--- config.mk ---
export PLATFORM = sky130hd
export DESIGN_NAME = block_config_latches
export DESIGN_NICKNAME = d
export VERILOG_FILES = /design/src/rtl/block_config_latches.sv
export SDC_FILE = /design/constraint.sdc
export NUM_CORES = 1
export LEC_CHECK = 0
export ABC_AREA = 1
export BUFFER_PORTS_ARGS = -buffer_cell sky130_fd_sc_hd__clkbuf_2
export CAP_MARGIN = 20
export CELL_PAD_IN_SITES_DETAIL_PLACEMENT = 0
export CELL_PAD_IN_SITES_GLOBAL_PLACEMENT = 1
export CORE_MARGIN = 2
export CORE_UTILIZATION = 32
export DETAILED_ROUTE_END_ITERATION = 10
export PLACE_DENSITY_LB_ADDON = 0.1
export SYNTH_ARGS = -nofsm -noshare
export SYNTH_HDL_FRONTEND = slang
export SYNTH_SLANG_ARGS = --single-unit
--- constraint.sdc ---
create_clock -name cclk -period 0.8 [get_ports cclk]
set_clock_uncertainty 0.05 [all_clocks]
set_input_delay 0.04 -clock cclk [delete_from_list [all_inputs] [get_ports cclk]]
set_output_delay 0.04 -clock cclk [all_outputs]
set_load 0.02 [all_outputs]
--- src/rtl/block_config_latches.sv ---
// LUT configuration store: a MEM_SIZE-bit truth table loaded as one block on cclk, read out by addr.
// Optional macro CONFIG_READBACK_EN adds the config_out readback port.
module block_config_latches #(
  parameter int ADDR_BITS = 4,
  parameter int MEM_SIZE  = 2**ADDR_BITS
) (
  input  logic                 cclk,
  input  logic                 rst_n,
  input  logic                 cen,
  input  logic [MEM_SIZE-1:0]  config_in,
  input  logic [ADDR_BITS-1:0] addr,
  output logic                 out,
  output logic                 cfg_valid
`ifdef CONFIG_READBACK_EN
  ,
  output logic [MEM_SIZE-1:0]  config_out
`endif
);

  // The LUT mux indexes the full table, so the table must exactly fill the address space.
  if (MEM_SIZE != 2**ADDR_BITS) begin : g_bad_size
    $error("block_config_latches: MEM_SIZE must equal 2**ADDR_BITS");
  end

  logic [MEM_SIZE-1:0] mem;
  logic                loaded;

  always_ff @(posedge cclk or negedge rst_n) begin
    if (!rst_n) begin
      mem    <= '0;
      loaded <= 1'b0;
    end else if (cen) begin
      mem    <= config_in;
      loaded <= 1'b1;
    end
  end

  // Lookup is purely combinational so a new load shows up right after its edge.
  assign out       = mem[addr];
  assign cfg_valid = loaded;

`ifdef CONFIG_READBACK_EN
  assign config_out = mem;
`endif

endmodule

# Word-level counts from Yosys, hierarchy flattened
# Index checks and enable logic that the tools add are counted.
[totals]
reg_bits = 17
latch_bits = 0
mem_bits_rw = 0
romBits = 0
input_bits = 23
out_inout_bits = 2
wordCells = 5
memories = 0
[op_classes]
n_addsub = 0
multipliers = 0
div = 0
n_lt_le_gt_ge = 1
n_eq_ne = 0
shifts = 0
n_mux = 2
bitwise_logic = 0
n_reduce_logical = 0
[op_table]
columns = ["cell", "count"]
rows = [
  ["$lt A4 B5 Y1 const B", 1],
  ["$bmux W1 S4", 1],
  ["$mux W1", 1],
]

# Longest topological paths before layout
# Gate-level depths: netlist of the first run.
[depth]
word_depth = 2
mapped_depth = 7
ltp_nobuf = 6

# Worst setup path before layout of the first run
# OpenSTA, ideal clock, no wires.
[synth_timing]
path_type = "register to output"
from = "register mem[7]"
to = "output out"
arrival_time_ns = 0.783
t_required_ns = 0.710
slack_ns = -0.073
stages_incl_launch_ff = 7
n_path_buf = 0
path_cell_list = "dfrtp_1 -> inv_1 -> nand2_1 -> nand3_2 -> nand3_2 -> nand3_1 -> nand2_1"
[synth_via]
elab_chain_len = 2
[synth_rtl]
columns = ["element", "line_no", "rtl"]
rows = [
  ["start, declared", "25", "logic [MEM_SIZE-1:0] mem;"],
  ["start signal, assigned", "33", "mem <= config_in;"],
  ["$bmux W1 S4", "39", "assign out = mem[addr];"],
  ["$mux W1 (not written as such)", "39", ""],
  ["end, declared", "12", "output logic out,"],
]
# No other way between the ends. The select of a mux whose other input is x is not followed.

# Worst setup path after layout of the first run
[layout_timing]
from = "register mem[9]"
to = "output out"
# Same word-level chain as after synthesis.

==> results of run 1 <==
## power breakdown
part / switching (mW) / internal, mW / total (mW)
clock network: 0.277 / 0.186 / 0.463
logic: 0.256 / 0.296 / 0.553
registers: 0.0267 / 0.930 / 0.957
total: 0.560 / 1.41 / 1.97
## metal layers
metal	wire length [um]	part of all wire (%)	vias up
li1	-	-	440
met1	865	46	375
met2	885	47	18
met3	92	4.9	5
met4	27	1.4	0
met5	0	0	-
## cells in the mapped netlist
master	number	area [um^2]
buf_2	3	15.0
buf_6	1	11.3
dfrtp_1	17	425
inv_1	19	71.3
inv_8	1	11.3
nand2_1	28	105
nand2_2	5	31.3
nand3_1	10	50.1
nand3_2	4	40.0
o21ai_0	5	25.0
o21ai_1	11	55.1
or2_1	1	6.26
## final cells by class
cell class	count	area [um^2]
inverters	20	82.6
multi-input cells	64	377
clock buffers	3	22.5
fillers	248	1100
repair buffers	57	447
clock inverters	1	5.00
well taps	30	37.5
flip-flops and latches	17	425
## worst max-delay path: stages (launching register included)
cell and delay (ns):
dfrtp_1 0.39, inv_2 0.07, nand2_2 0.05, nand3_2 0.08, nand3_2 0.07, nand3_2 0.08
nand2_2 0.07, buf_8 0.13
## repair_timing
item,in CTS,in global routing
buffers inserted,8,1
pin swaps,8,10
hold endpoints to repair,34,1
resized for setup,16,18
setup endpoints to repair,2,7
cloned,0,0
## flip-flops by register name (all words and copies together), names as in the netlist
name / count
mem: 16
cfg_valid: 1
## final timing paths
path | from | endpoint | cells past startpoint | slack [ns]
min reg2reg | cfg_valid | cfg_valid | 1 | 0.44
min in group asynchronous | rst_n | mem[11] | 2 | 0.15
max in group asynchronous | rst_n | mem[9] | 2 | 0.25
max | mem[9] | out | 7 | -0.52
max reg2reg | cfg_valid | cfg_valid | 1 | 0.05
min | cen | cfg_valid | 2 | -0.05
## cells in the final DEF, fill, tap and decap left out
| cell | instances |
|---|---|
| or2_1 | 1 |
| inv_1 | 7 |
| dfrtp_1 | 17 |
| nand2_2 | 8 |
| clkbuf_4 | 3 |
| inv_8 | 1 |
| nand3_1 | 1 |
| buf_6 | 3 |
| nand2_1 | 25 |
| dlygate4sd3_1 | 17 |
| nand3_2 | 13 |
| buf_12 | 1 |
| o21ai_1 | 10 |
| buf_8 | 1 |
| o21ai_2 | 3 |
| clkbuf_2 | 22 |
| o21ai_0 | 3 |
| clkinv_2 | 1 |
| inv_2 | 12 |
| buf_4 | 13 |
## per-stage QoR
stage / hold WS [ns] / instance area (um^2)
2_1_floorplan: -0.306 / 855
3_3_place_gp: -0.0478 / 1110
3_5_place_dp: -0.0434 / 1110
4_1_cts: 0.0602 / 1410
5_1_grt: -0.0324 / 1400
6_report: -0.0484 / 1400
## cells by family (layout without fill, tap and decap cells)
kind of cell    after synthesis  after routing  synth area share, %
simple gates                 48             48                 27.5
buf+inv                      24             81                 12.9
flops                        17             17                 50.2
compound gates               16             16                 9.45
==> metrics, run 1 <==
outcome finished with violations; violated checks negative hold slack, negative setup slack; CP Launch Type flip-flop; area grow syn2layout 64.8%; Initial DRC Count 17; vias per cell ~4.4; diodes inserted 0; TritonRoute pass-1 iters 3; WL per Instance approximately 9.7 um; Nets 186; placed instance count 170; setup ws final -0.521 ns; grt ovf 0; final clock period utilization by the worst path 165%; Worst Setup End Kind output port; Power Density between 1000 and 1500 nW/um^2; unique cell type count in the Yosys netlist 12; Hold WS -0.0484 ns; Leak 0.723 nW; gr busiest metal met2; met2 Resource Use GR 23.5%; CTS buffer count 3; initial antenna violation count 0; CTS HTree Levels 1; row count 18; final setup fails 2; Post-Layout Cell Count 192; root buf cell clkbuf_4; share of post-route cells with drive strength above 1 about half; vias in the first global route ~880; Max FO, Critical Path 2; Die Area between 3000 and 4000 um^2; CTS tree yes; Yosys reg bits 17; routed wire length 1870 um; GRT met1 Usage a little under a fifth; Setup TNS Final -0.634 ns; crit path kind flip-flop to output port; Hold Vio Cnt, Final 1; Hold Path Class input pin to flip-flop; register area share after synthesis ~50%; IO Port Bufs 24; Final HPWL DP between 1000 and 1500 um; Initial Util between 30 and 40%; io pins 25; syn nets 128; cts hold-fix bufs 18; Synth Instances roughly 110; Layout Utilization 55.9%; via count 838; first-pass GRT wire length between 3000 and 4000 um; cell area after synthesis between 800 and 900 um^2; Peak Freq about 760 MHz; Die X between 50 and 60 um; worst slew pin tran between 0.4 and 0.5 ns; Slew Limit Fails 0; RSZ-0062 raised after global routing true; YS warnings 0; Die Height about 55 um; Antenna Nets Post-Route 0; met3 Track Usage GR ~4.4%; min Tclk post-route 1.32 ns; pre-CTS setup slack -0.205 ns; clk sinks 17; Worst VDD drop around 1100 uV; maxcap violations 0; Clk pin slew, worst setup/hold paths 0.10 ns; routability congestion estimate ~0.77; largest net degree at the start of global routing 21; relative slew slack a little under three quarters; critical path arrival around 1.2 ns; total track usage 14.3%; total core area approximately 2500 um^2; WP data required around 0.71 ns; total power about 2 mW; latest clock arrival within the worst-skew pair approximately 0.29 ns; Avg Cell Area, Syn 8.07 um^2; # DRC 0; Longest Clk Path Bufs 2
Power figures use the tool's default switching activity.
==> run 2, diff against run 1 <==
- clock period: 0.8 -> 1.05 ns (I/O delays scaled with it)
==> run 2 against run 1 <==
Via count fell by 6.4%. Sequential share of layout area is 3.4 points higher. The flow finishes with violations (negative setup slack). Routed wire length down 5.5%. Critical endpoint unchanged. Clock power fell by 22%.
==> metrics, run 2 (synthesized netlist as in run 1, its figures left out) <==
Power Density between 1000 and 1500 nW/um^2; root buf cell clkbuf_4; area grow syn2layout 48.2%; final setup fails 1; min Tclk post-route between 1 and 1.5 ns; vias in the first global route 730; critical path arrival between 1 and 1.5 ns; Sequential Area 425 um^2; crit path kind flip-flop to output port; grt ovf 0; CTS HTree Levels 1; placed cell area about 1000 um^2; setup ws final -0.262 ns; via count 784; max reg flops 16; largest net degree at the start of global routing 18; total core area about 2500 um^2; worst r2r dst mem[15]; R2R Setup Slk 0.26 ns; footprint of the multi-input gates 343 um^2; violated checks negative setup slack; WP data required roughly 0.95 ns; Die Area 3070 um^2; outcome finished with violations; routed wire length approximately 1800 um; diodes inserted 0; Hold Path Class input pin to async pin; CTS buffer count 3; IO Port Bufs 24; relative slew slack a little under three quarters; number of fill cells in the layout around 250; Hold Vio Cnt, Final 0; internal power around 1 mW; Initial DRC Count 8; most frequent cells in the layout 26 x nand2_1, 23 x clkbuf_2, 18 x dlygate4sd3_1; CP Launch Type flip-flop; Max FO, Critical Path 2; Worst VDD drop slightly above 700 uV; Net Sw Power 0.402 mW; Longest Clk Path Bufs 2; commonest non-fill, non-tap cell in the layout nand2_1; met1 WL approximately 870 um; worst r2r src mem[15]; total track usage about an eighth; Die Height 55.5 um; # DRC 0; switch share 28.2%; met2 WL ~790 um; share of power burned in registers about 51%; RSZ-0062 raised after global routing true; WL per Instance around 10 um; Antenna Nets Post-Route 0; row count 18; Final HPWL DP between 1000 and 1500 um; Initial Util 33.9%; share of post-route cells with drive strength above 1 40.4%; clk sinks 17; Comb power frac a little under a quarter; routability congestion estimate around 0.75; design area approximately 1300 um^2; TritonRoute pass-1 iters 2; CTS tree yes; maxcap violations 0; Hold WS 0.158 ns; worst slew pin tran about 0.44 ns; vias per cell around 4.3; Slew Limit Fails 0; io pins 25; first-pass GRT wire length 3040 um; Worst Setup End Kind output port; Leak roughly 0.65 nW; Nets about 180; Largest Register mem; Die X roughly 55 um; final clock period utilization by the worst path 125%; Clk pin slew, worst setup/hold paths about 0.11 ns; top layer in use met4; initial antenna violation count 0; Peak Freq about 760 MHz; latest clock arrival within the worst-skew pair 0.30 ns; metal3 WL roughly 64 um; clock share of power between 20% and 30%; R2R depth 3
run 2: changes by cell type in the layout (fill, tap and decap cells not counted), moves of 2 or more:
cell	delta
o21ai_0	+2
o21ai_2	-3
buf_4	-9
buf_6	-3
nand3_2	-4
nand3_1	+4
run 2: how the worst max path moves through the flow:
stage	endpoint	depth (start not counted)	startpoint	slack, ns
after global routing	out	7	mem[14]	-0.34
after CTS	out	7	mem[15]	-0.30
after detailed placement	out	7	mem[15]	0.03
final	out	7	mem[15]	-0.26
after floorplan	out	6	mem[7]	0.16
after global placement	out	7	mem[7]	0.03
run 2: stage by stage:
stage	utilization (%)	setup WS, ns	setup TNS [ns]	power [mW]	cells
5_1_grt	50.2	-0.342	-0.342	1.52	181
4_1_cts	48.3	-0.298	-0.298	1.42	179
2_1_floorplan	-	0.164	0	0.892	105
3_5_place_dp	39.7	0.0317	0	0.986	157
3_3_place_gp	39.7	0.0341	0	0.981	157
6_report	50.2	-0.262	-0.262	1.42	181
run 2: layout make-up:
type,count,share of cell area (%)
timing repair buffer,46,27.1
inverter,20,6.58
sequential,17,33.9
clock buffer,4,2.09
tap,30,2.99
multi-input combinational,64,27.3
run 2: power groups by stage:
| stage | registers [mW] | logic, mW | clock network (mW) |
|---|---|---|---|
| 2_1_floorplan | 0.732 | 0.160 | 0 |
| 3_3_place_gp | 0.734 | 0.247 | 0 |
| 3_5_place_dp | 0.735 | 0.251 | 0 |
| 4_1_cts | 0.725 | 0.313 | 0.377 |
| 5_1_grt | 0.736 | 0.379 | 0.401 |
| 6_report | 0.730 | 0.334 | 0.361 |
run 2: timing repair:
action | CTS | global route
endpoints found under the setup margin | 1 | 1
resized for setup | 7 | 16
hold buffers | 18 | 0
endpoints found under the hold margin | 34 | 0
buffers inserted | 0 | 2
pin swaps | 4 | 5
run 2: metal layers:
| layer | GRT usage, % | vias to the layer above |
|---|---|---|
| met1 | 15.2 | 343 |
| met3 | 2.11 | 5 |
| met5 | 0 | - |
| li1 | - | 420 |
| met4 | 7.32 | 0 |
| met2 | 20.9 | 16 |
run 2: critical path, cell delays in order (launching register included):
cell     delay (ns)
dfrtp_1        0.40
inv_2          0.06
nand2_1        0.05
nand3_2        0.07
nand3_2        0.07
nand3_2        0.08
nand2_2        0.06
buf_8          0.12
==> run 3, diff against run 2 <==
- ABC_AREA: 1 -> unset
- CORE_UTILIZATION: 32 -> 35
==> run 3 against run 2 <==
The run still ends with negative setup slack left. Sequential share of layout area is 5.0 points higher. Fmax is 22% lower. Cell area is 13% lower. Utilization is 4.4 points higher. Hold slack better by 0.011 ns. Total power is 3.8% lower. Global-route usage is 0.13 points higher. Setup slack worse by 0.36 ns. Final cell count is 38% lower. Synthesized cell count is 59% lower. Critical endpoint unchanged.
==> metrics, run 3 <==
Largest Register mem; Worst path max stage delay roughly 0.48 ns; largest net degree at the start of global routing 18; Leak between 0.4 and 0.5 nW; Final HPWL DP around 970 um; final setup fails 1; relative slew slack between 70 and 80%; CTS tree yes; total power roughly 1.4 mW; Crit path top cell by count mux2i_2; Adder-Cell Fraction of Synth Area 0%; clk sinks 17; critical path arrival 1.57 ns; min Tclk post-route 1.68 ns; CTS buffer count 3; latest clock arrival within the worst-skew pair between 0.2 and 0.3 ns; Layout Utilization between 50% and 60%; routability congestion estimate roughly 0.66; outcome finished with violations; total track usage about 13%; Compound-Gate Fraction of Synth Area 0%; Slew Limit Fails 0; io pins 25; top cell type's share of synthesized area 56.2%; share of post-route cells with drive strength above 1 between 50% and 60%; dominant cell type by area after synthesis dfrtp_1; Nets 110; CP Launch Type flip-flop; largest family of logic cells by synthesized area multiplexers; Worst Setup End Kind output port; register area share after synthesis 56.2%; Hold Vio Cnt, Final 0; CTS HTree Levels 1; Synth Instances 43; total core area between 2000 and 2500 um^2; RSZ-0062 raised after global routing true; Hold Path Class input pin to async pin; Worst VDD drop between 800 and 900 uV; Yosys reg bits 17; XOR/XNOR Fraction of Synth Area 0%; crit path kind flip-flop to output port; final clock period utilization by the worst path 160%; post-synthesis mux area share 41.7%; YS warnings 0; internal power approximately 1.0 mW; WL per Instance 12.2 um; Die Area approximately 2600 um^2; Buf+Inv Stages, Crit Path 1; Top Family by Delay on Critical Path multiplexers; number of synthesized flops with an enable pin 0; Antenna Nets Post-Route 0; Die Height between 50 and 60 um; asr flop ratio synth 100%; Die X ~50 um; Clk pin slew, worst setup/hold paths approximately 0.10 ns; syn nets 66; most common cell in the netlist dfrtp_1; root buf cell clkbuf_4; violated checks negative setup slack; via count between 500 and 600; Power Density ~1300 nW/um^2; setup ws final -0.627 ns; footprint of the multi-input gates ~310 um^2; Commonest cells post-synth 17 x dfrtp_1, 16 x mux2_2, 4 x mux4_1; grt ovf 0; critical path, cell by cell mux4_2, mux2i_2, mux2i_2, buf_4; largest cells by area after synthesis dfrtp_1 56%, mux2_2 24%, mux4_1 14%; clock share of power roughly a quarter; routed wire length around 1400 um; Main synth FF type dfrtp_1; commonest non-fill, non-tap cell in the layout clkbuf_2; # DRC 0; WP data required around 0.95 ns; Longest Clk Path Bufs 2; vias in the first global route 539; switch share between 20% and 30%; row count 16; worst slew pin tran approximately 0.43 ns; maxcap violations 0; share of power burned in registers 54.2%; most frequent cells in the layout 23 x clkbuf_2, 17 x dfrtp_1, 17 x dlygate4sd3_1; IO Port Bufs 24; Avg Cell Area, Syn around 18 um^2; Initial Util 37.8%; max reg flops 16; area grow syn2layout 44.3%; Net Sw Power between 0.3 and 0.4 mW; Comb power frac 20.3%; initial antenna violation count 0; Initial DRC Count 2; simple-gate share of the synthesized area less than 1%; post-CTS setup buffers 0; first-pass GRT wire length about 2400 um; number of fill cells in the layout 186; TritonRoute pass-1 iters 4; vias per cell 4.50; slowest cell on the critical path mux4_2; unique cell type count in the Yosys netlist 6; Sequential Area about 430 um^2; diodes inserted 0; Max FO, Critical Path 2; cell area after synthesis ~760 um^2; Peak Freq 596 MHz
run 3: final timing paths:
kind / start / endpoint / slack (ns) / cells past startpoint
worst min-delay path: rst_n / mem[10] / 0.17 / 2
worst max register to register: cfg_valid / cfg_valid / 0.24 / 1
max in group asynchronous: rst_n / mem[12] / 0.49 / 2
min in group cclk: cen / cfg_valid / 0.28 / 2
worst min register to register: cfg_valid / cfg_valid / 0.43 / 1
worst max-delay path: mem[7] / out / -0.63 / 4
run 3: logic make-up after synthesis:
kind of cell / Yosys count
buffers and inverters: 2
and+or+nand+nor: 1
DFF: 17
muxes: 23
run 3: metal layers:
metal,part of all wire (%),GRT usage [%]
met5,0,0
met4,1.2,5.41
met3,5.6,2.98
met2,43,19.3
met1,50,17.6
run 3: metrics by stage:
| stage | instances | area (um^2) | hold slack [ns] | setup WS (ns) | setup TNS, ns |
|---|---|---|---|---|---|
| 4_1_cts | 113 | 1090 | 0.186 | -0.636 | -0.636 |
| 6_report | 113 | 1090 | 0.169 | -0.627 | -0.627 |
| 3_3_place_gp | 92 | 890 | -0.0349 | -0.317 | -0.317 |
| 3_5_place_dp | 92 | 890 | -0.0397 | -0.299 | -0.299 |
| 2_1_floorplan | 43 | 746 | -0.293 | -0.154 | -0.154 |
| 5_1_grt | 113 | 1090 | 0.193 | -0.719 | -0.719 |
run 3: cell type report:
| type | count | area share [%] |
|---|---|---|
| Clock buffer | 4 | 2.41 |
| Multi-Input combinational cell | 24 | 28.8 |
| Sequential cell | 17 | 38.9 |
| Tap cell | 27 | 3.09 |
| Timing Repair Buffer | 41 | 26.8 |
run 3: power by group through the flow:
| stage | combinational (mW) | clock, mW | sequential [mW] |
|---|---|---|---|
| floorplan | 0.145 | 0 | 0.748 |
| detailed placement | 0.222 | 0 | 0.759 |
| finish | 0.278 | 0.350 | 0.743 |
| global placement | 0.219 | 0 | 0.758 |
| global route | 0.307 | 0.385 | 0.752 |
| CTS | 0.273 | 0.357 | 0.746 |
run 3: timing repair:
item	in CTS	in global routing
hold buffers	17	0
resized for setup	0	3
endpoints found under the hold margin	33	0
cloned	0	0
setup endpoints to repair	1	1
